$ cat src/rtl/cpu6_irq_ctrl.sv
// cpu6 machine-mode interrupt controller.
// NUM_IRQ prioritised sources (lowest index wins), per-channel enables,
// direct or vectored mtvec dispatch, and the drain/redirect/mepc/mcause
// interrupt-entry sequence held until mret.
// Optional build macro CPU6_IRQ_EDGE_EN: channels become rising-edge
// triggered with sticky pending bits cleared when claimed; otherwise
// pending is a one-cycle registered copy of the source lines.

module cpu6_irq_chan (
    input  logic clk,
    input  logic reset,
    input  logic src,
`ifdef CPU6_IRQ_EDGE_EN
    input  logic claim,
`endif
    output logic pend
);

`ifdef CPU6_IRQ_EDGE_EN
    logic prev;

    // Sticky pending on a rising edge; a fresh edge beats a same-cycle claim.
    always_ff @(posedge clk or negedge reset) begin
        if (!reset) begin
            prev <= 1'b0;
            pend <= 1'b0;
        end else begin
            prev <= src;
            pend <= (src & ~prev) | (pend & ~claim);
        end
    end
`else
    // Level mode: pending mirrors the source with one cycle of latency.
    always_ff @(posedge clk or negedge reset) begin
        if (!reset) pend <= 1'b0;
        else        pend <= src;
    end
`endif

endmodule

module cpu6_irq_ctrl #(
    parameter int NUM_IRQ    = 4,
    parameter int XLEN       = 32,
    parameter int CAUSE_BASE = 16
) (
    input  logic               clk,
    input  logic               reset,
    input  logic [NUM_IRQ-1:0] irq_src,
    input  logic [NUM_IRQ-1:0] irq_en,
    input  logic               mstatus_mie,
    input  logic               sync_excp,
    input  logic [XLEN-1:0]    pc_retire,
    input  logic [XLEN-1:0]    csr_mtvec,
    input  logic               drain_ack,
    input  logic               mret,
    output logic               drain_req,
    output logic               inject_nop,
    output logic               flush_pc_ena,
    output logic [XLEN-1:0]    flush_pc,
    output logic               mepc_ena,
    output logic [XLEN-1:0]    mepc,
    output logic               mcause_ena,
    output logic [XLEN-1:0]    mcause,
    output logic               irq_active,
    output logic [NUM_IRQ-1:0] pending
);

    localparam int IW = (NUM_IRQ > 1) ? $clog2(NUM_IRQ) : 1;

    typedef enum logic [1:0] {IDLE, DRAIN, TRAP, HANDLER} state_t;

    state_t            state, state_nxt;
    logic [NUM_IRQ-1:0] elig;
    logic [IW-1:0]     win_idx, idx_q;
    logic              win_vld;
    logic              take;
    logic [XLEN-1:0]   pc_q, mepc_q, mcause_q;
    logic [XLEN-1:0]   cause_val, trap_cause, tvec_base;

    // Per-channel pending state.
    for (genvar i = 0; i < NUM_IRQ; i++) begin : g_chan
        cpu6_irq_chan u_chan (
            .clk   (clk),
            .reset (reset),
            .src   (irq_src[i]),
`ifdef CPU6_IRQ_EDGE_EN
            .claim ((state == TRAP) && (idx_q == IW'(i))),
`endif
            .pend  (pending[i])
        );
    end

    assign elig = pending & irq_en;

    // Fixed priority: scan from the top so the lowest eligible index wins.
    always_comb begin
        win_idx = '0;
        win_vld = 1'b0;
        for (int i = NUM_IRQ - 1; i >= 0; i--) begin
            if (elig[i]) begin
                win_idx = IW'(i);
                win_vld = 1'b1;
            end
        end
    end

    // A pending synchronous exception wins; the interrupt is retried later.
    assign take = mstatus_mie && win_vld && !sync_excp;

    assign cause_val  = XLEN'(CAUSE_BASE) + XLEN'(idx_q);
    assign trap_cause = {1'b1, cause_val[XLEN-2:0]};
    assign tvec_base  = {csr_mtvec[XLEN-1:2], 2'b00};

    // State register.
    always_ff @(posedge clk or negedge reset) begin
        if (!reset) state <= IDLE;
        else        state <= state_nxt;
    end

    // Trap is committed once taken: winner and resume PC are latched here.
    always_ff @(posedge clk or negedge reset) begin
        if (!reset) begin
            idx_q <= '0;
            pc_q  <= '0;
        end else if (state == IDLE && take) begin
            idx_q <= win_idx;
            pc_q  <= pc_retire;
        end
    end

    // mepc/mcause outputs keep the last written values between traps.
    always_ff @(posedge clk or negedge reset) begin
        if (!reset) begin
            mepc_q   <= '0;
            mcause_q <= '0;
        end else if (state == TRAP) begin
            mepc_q   <= pc_q;
            mcause_q <= trap_cause;
        end
    end

    // Next-state and per-state strobes.
    always_comb begin
        state_nxt    = state;
        drain_req    = 1'b0;
        inject_nop   = 1'b0;
        flush_pc_ena = 1'b0;
        flush_pc     = '0;
        mepc_ena     = 1'b0;
        mepc         = mepc_q;
        mcause_ena   = 1'b0;
        mcause       = mcause_q;
        irq_active   = 1'b0;
        case (state)
            IDLE: begin
                if (take) state_nxt = DRAIN;
            end
            DRAIN: begin
                drain_req  = 1'b1;
                inject_nop = 1'b1;
                if (drain_ack) state_nxt = TRAP;
            end
            TRAP: begin
                drain_req    = 1'b1;
                flush_pc_ena = 1'b1;
                mepc_ena     = 1'b1;
                mcause_ena   = 1'b1;
                mepc         = pc_q;
                mcause       = trap_cause;
                flush_pc     = (csr_mtvec[1:0] == 2'b01) ? tvec_base + (cause_val << 2)
                                                         : tvec_base;
                state_nxt    = HANDLER;
            end
            HANDLER: begin
                irq_active = 1'b1;
                if (mret) state_nxt = IDLE;
            end
            default: state_nxt = IDLE;
        endcase
    end

endmodule

$ cat config.mk
export PLATFORM = sky130hd
export DESIGN_NAME = cpu6_irq_ctrl
export DESIGN_NICKNAME = d
export VERILOG_FILES = /design/src/rtl/cpu6_irq_ctrl.sv
export SDC_FILE = /design/constraint.sdc
export NUM_CORES = 1
export LEC_CHECK = 0
export ABC_CLOCK_PERIOD_IN_PS = 4730
export CORE_MARGIN = 1
export CORE_UTILIZATION = 47
export DETAILED_ROUTE_END_ITERATION = 6
export GPL_TIMING_DRIVEN = 0
export PLACE_DENSITY = 0.85
export SYNTH_ARGS = -nofsm -noshare
export SYNTH_HDL_FRONTEND = slang
export SYNTH_SLANG_ARGS = --single-unit
$ cat constraint.sdc
create_clock -name clk -period 4.73 [get_ports clk]
set_clock_uncertainty 0.05 [all_clocks]
set_input_delay 0.7095 -clock clk [delete_from_list [all_inputs] [get_ports clk]]
set_output_delay 0.7095 -clock clk [all_outputs]
set_load 0.05 [all_outputs]
### Word level (Yosys, flattened, before mapping)

Cells that the tools add are included.

| storage, ports and cells | value |
|---|---|
| register bits after elaboration | 104 |
| logic and storage cells | 46 |
| input bits | 78 |
| output and inout bits | 106 |

| cells by class | value |
|---|---|
| equality and inequality tests | 7 |
| reduce and logical (&&, ||, !) cells | 7 |
| add/sub/neg operators | 2 |
| multiplexer cells | 20 |
| bitwise logic cells | 1 |

Operators with widths:

| cell | count |
|---|---|
| $mux W32 | 4 |
| $add A32 B8 Y32 | 1 |
| $mux W2 | 7 |
| $mux W1 | 8 |
| $pmux W2 S4 | 1 |
| $add A5 B2 Y6 const A | 1 |
| $ne A2 B2 Y1 const B | 3 |
| $and A4 B4 Y4 | 1 |
| $eq A2 B1 Y1 const B | 2 |
| $eq A2 B2 Y1 const B | 2 |
| $logic_and A1 B1 Y1 | 3 |
| $reduce_and A3 Y1 | 1 |
| $logic_not A2 Y1 | 1 |
| $reduce_or A2 Y1 | 1 |
| $logic_not A1 Y1 | 1 |

### Logic depth before layout (Yosys ltp)

| depth | value |
|---|---|
| depth in word-level cells | 9 |
| gate-level depth with buffers | 7 |
| depth with buffers taken out | 6 |

### Hierarchy

Synthesis repeated with hierarchy kept, for this count alone.

| unflattened totals | value |
|---|---|
| cells, all modules | 377 |
| area, all modules | 4640.7 um2 |

Modules (own cells, without submodules):

| module | seq. area each (um2) | cells each | area each (um2) | times used |
|---|---|---|---|---|
| cpu6_irq_ctrl | 2502.4 | 373 | 4540.6 | 1 |
| cpu6_irq_chan | 25.0 | 1 | 25.0 | 4 |

### Worst setup path after synthesis

Ideal clock, no wire load.

| timing | value |
|---|---|
| path kind | input -> output |
| start | in csr_mtvec[3] |
| end | out flush_pc[19] |
| data arrival time | 3.465 ns |
| stages | 5 |
| data required time | 3.970 ns |
| buffers on the path | 1 |
| path slack | 0.505 ns |
| cell sequence | ha_1 -> a211oi_1 -> or4b_4 -> buf_6 -> o41ai_1 |

| between the ends | value |
|---|---|
| word-level cells in the longest chain between the ends | 3 |

Ends and longest elaborated chain:

| element | RTL line | RTL |
|---|---|---|
| from (decl) | 54 | `input logic [XLEN-1:0] csr_mtvec,` |
| $add A32 B8 Y32 | 171 | `flush_pc = (csr_mtvec[1:0] == 2'b01) ? tvec_base + (cause_val << 2)` |
| $mux W32 | 171 |  |
| $mux W32 | 155 | `case (state)` |
| to (decl) | 60 | `output logic [XLEN-1:0] flush_pc,` |

Every way passes these cells.

### Final worst setup path

| timing | value |
|---|---|
| start | in csr_mtvec[2] |
| end | out flush_pc[12] |

Same word-level chain as after synthesis.

==> impl_metrics.yaml <==
synth:
  synth_ff_type: "dfrtp_1"
  yosysTopAreaCell: "dfrtp_1"
  synth_edf_count: 0
  netlist_instances: 385
  synthXorXnorAreaFrac: 0.0186
  synth_compound_area_frac: 0.0598
  ys_seq_area_frac: 0.553
  synth_simple_gate_area_frac: 0.138
  synth_top_family_by_area: "multiplexers"
  netlist_top_cells_count: "104 x dfrtp_1, 68 x mux2_2, 30 x nor2b_1"
  synth.most_common_cell: "dfrtp_1"
  synth_area_um2: 4700
  yosysWarnings: 0
  synth-seq-cells: 104
  synthArstFlopShare: 1.00
  synth_cell_types: 47
  synth_fa_ha_area_frac: 0.0229
  yosys-mux-area-fraction: 0.171
  synth_top_area_frac: 0.553
  synth_area_leaders: "dfrtp_1 55%, mux2_2 16%, nor2b_1 4.0%"
  syn_area_per_cell_um2: 12.2
sta:
  fmax_mhz: 223
  period_share: 0.950
  tightest_slew_ps: 598
  slew_headroom: 0.601
  maxSlewViolCount: 0
  fin_ws_ps: 236
  setup_violations: 0
  fin_tns_setup_ps: 0
  fin_crit_ps: 4490
  rsz0062_at_grt: "false"
  hold_viol: 0
global_route:
  grt_max_degree: 60
  grt_pass1_vias: 3689
  grt_pass1_wl_um: 17800
  antenna_found_initial: 0
  grt_overflow_total: 0
  groute.usage.overall: 0.224
clocking:
  cts_setup_buffers: 0
  clk_pin_slew_ps: 90
  cts_tree: "done"
  clock-sinks: 104
  cts_resized: 0
  cts_hold_buf: 0
  cts_buffers: 9
  clk_path_buf_depth: 2
  h-tree-depth: 3
  cts_root_buffer: "clkbuf_8"
  clk_latency_ps: 370
route:
  final_antenna_net_count: 0
  finalWirelength_um: 11600
  first_pass_iters: 5
  routedWlPerCell_um: 16.2
  drc: 0
  vias: 3707
  avgViaCountPerCell: 5.17
  dr.first_iter.drc_count: 64
floorplanning:
  fp.dieH_um: 102
  die_area_um2: 10400
  rows: 36
  core_um2: 9730
  initial_core_util: 0.484
  dieWidth_um: 102
  pin_count: 184
layout:
  antennaDiodeCount: 0
  drive_above_1_share: 0.176
  area_growth_syn_to_layout_pct: 46.6
  nets: 665
critical_path:
  required_ps: 3970
  cp_data_arrival_time_ps: 3730
  r2r_end: "mepc_q[18]"
  endpoint_kind: "primary output"
  reg2reg_slack_ps: 2280
  crit_type: "input pin to primary output"
  crit_fanout: 10
  r2r_cells: 5
  startpoint: "csr_mtvec[2]"
  start_kind: "input pin"
  rr_startpoint: "state[0]"
placement:
  routabilityCongestion: 0.908
  portBuffers: 181
  post-dp-hpwl_um: 8850
  dp_slack_ps: 250
status:
  status: "finished clean"
job:
  maxCapViolCount: 0
power:
  peakVddDrop_v: 0.000717
  power.density_nw_per_um2: 669
  p_leak_nw: 2.86
worst_hold_path:
  worstHoldPathType: "input pin to asynchronous set/reset pin"
-- worst max-delay path by stage --
| stage | endpoint | cells past startpoint | slack [ps] |
|---|---|---|---|
| 6_report | flush_pc[12] | 9 | 240 |
| 5_1_grt | flush_pc[24] | 9 | 90 |
| 2_1_floorplan | flush_pc[19] | 5 | 510 |
| 3_3_place_gp | state[1] | 1 | -660 |
| 3_5_place_dp | flush_pc[21] | 8 | 250 |
| 4_1_cts | flush_pc[21] | 8 | 240 |
-- per-layer routing --
metal | vias up | part of all wire | GRT usage
met5 | - | 0 | 0
met4 | 0 | 0.015 | 0.0890
met1 | 1788 | 0.39 | 0.246
li1 | 1736 | - | -
met2 | 165 | 0.49 | 0.400
met3 | 18 | 0.10 | 0.0718
-- logic make-up (layout without fill, tap and decap cells) --
group	count (synthesis)	in the layout
mux	72	72
flops	104	104
xor+xnor	10	10
compound gates	45	45
fa+ha+maj	8	8
simple gates	113	113
buf+inv	32	230
other cells	1	2
-- power by group --
group          switching (W)  internal [W]
registers           0.000118       0.00119
clock network       0.000288      0.000220
logic                0.00178       0.00102
total                0.00218       0.00243
-- stage by stage --
| step | power (W) | instances | utilization | hold slack, ps | instance area (um2) |
|---|---|---|---|---|---|
| finish | 0.00461 | 717 | 0.709 | 298 | 6900 |
| global route | 0.00483 | 717 | 0.709 | 340 | 6900 |
| CTS | 0.00465 | 717 | 0.709 | 296 | 6900 |
| detailed placement | 0.00413 | 701 | 0.690 | 386 | 6710 |
| global placement | 0.00406 | 700 | 0.687 | 387 | 6690 |
| floorplan | 0.00322 | 386 | - | 364 | 4710 |
-- state kept, by name (all words and copies together) (netlist names) --
signal,flops
g_chan.u_chan.pend,4
mcause_q,32
idx_q,2
mepc_q,32
pc_q,32
state,2
-- worst max-delay path: stages --
cell	delay, ps
clkdlybuf4s50_1	440
ha_1	260
fa_1	420
a31o_2	320
nand3_1	130
clkbuf_1	350
xnor2_1	170
nor2_1	130
clkdlybuf4s50_1	810
-- final cells by class --
cell class	count	area [um2]
clock inverter	4	28.8
sequential	104	2600
tap	133	166
inverter	6	22.5
buffer	26	143
clock buffer	12	155
fill	711	2830
timing repair buffer	182	1840
multi-input combinational	250	1940
-- cells in the final DEF (no fill, tap or decap), types with 2 or more instances in the layout --
cell / instances
nand2_1: 22
and4_1: 2
a21oi_1: 20
nor2_1: 11
and2_1: 2
buf_4: 10
buf_2: 3
xnor2_1: 5
clkdlybuf4s50_1: 180
nand4_1: 3
clkinvlp_4: 2
inv_1: 5
or3_1: 6
mux2_2: 68
nand3_1: 8
mux2i_1: 4
clkbuf_8: 11
o21ai_0: 6
xor2_1: 5
nor3_1: 2
a22o_1: 2
nor4_1: 2
o31ai_1: 8
conb_1: 2
ha_1: 7
or4_1: 10
or2_2: 2
and3_1: 3
dfrtp_1: 104
nand2b_1: 5
buf_1: 3
nor2b_1: 30
clkbuf_1: 11
Note: power is estimated with default switching activity, not from simulation.
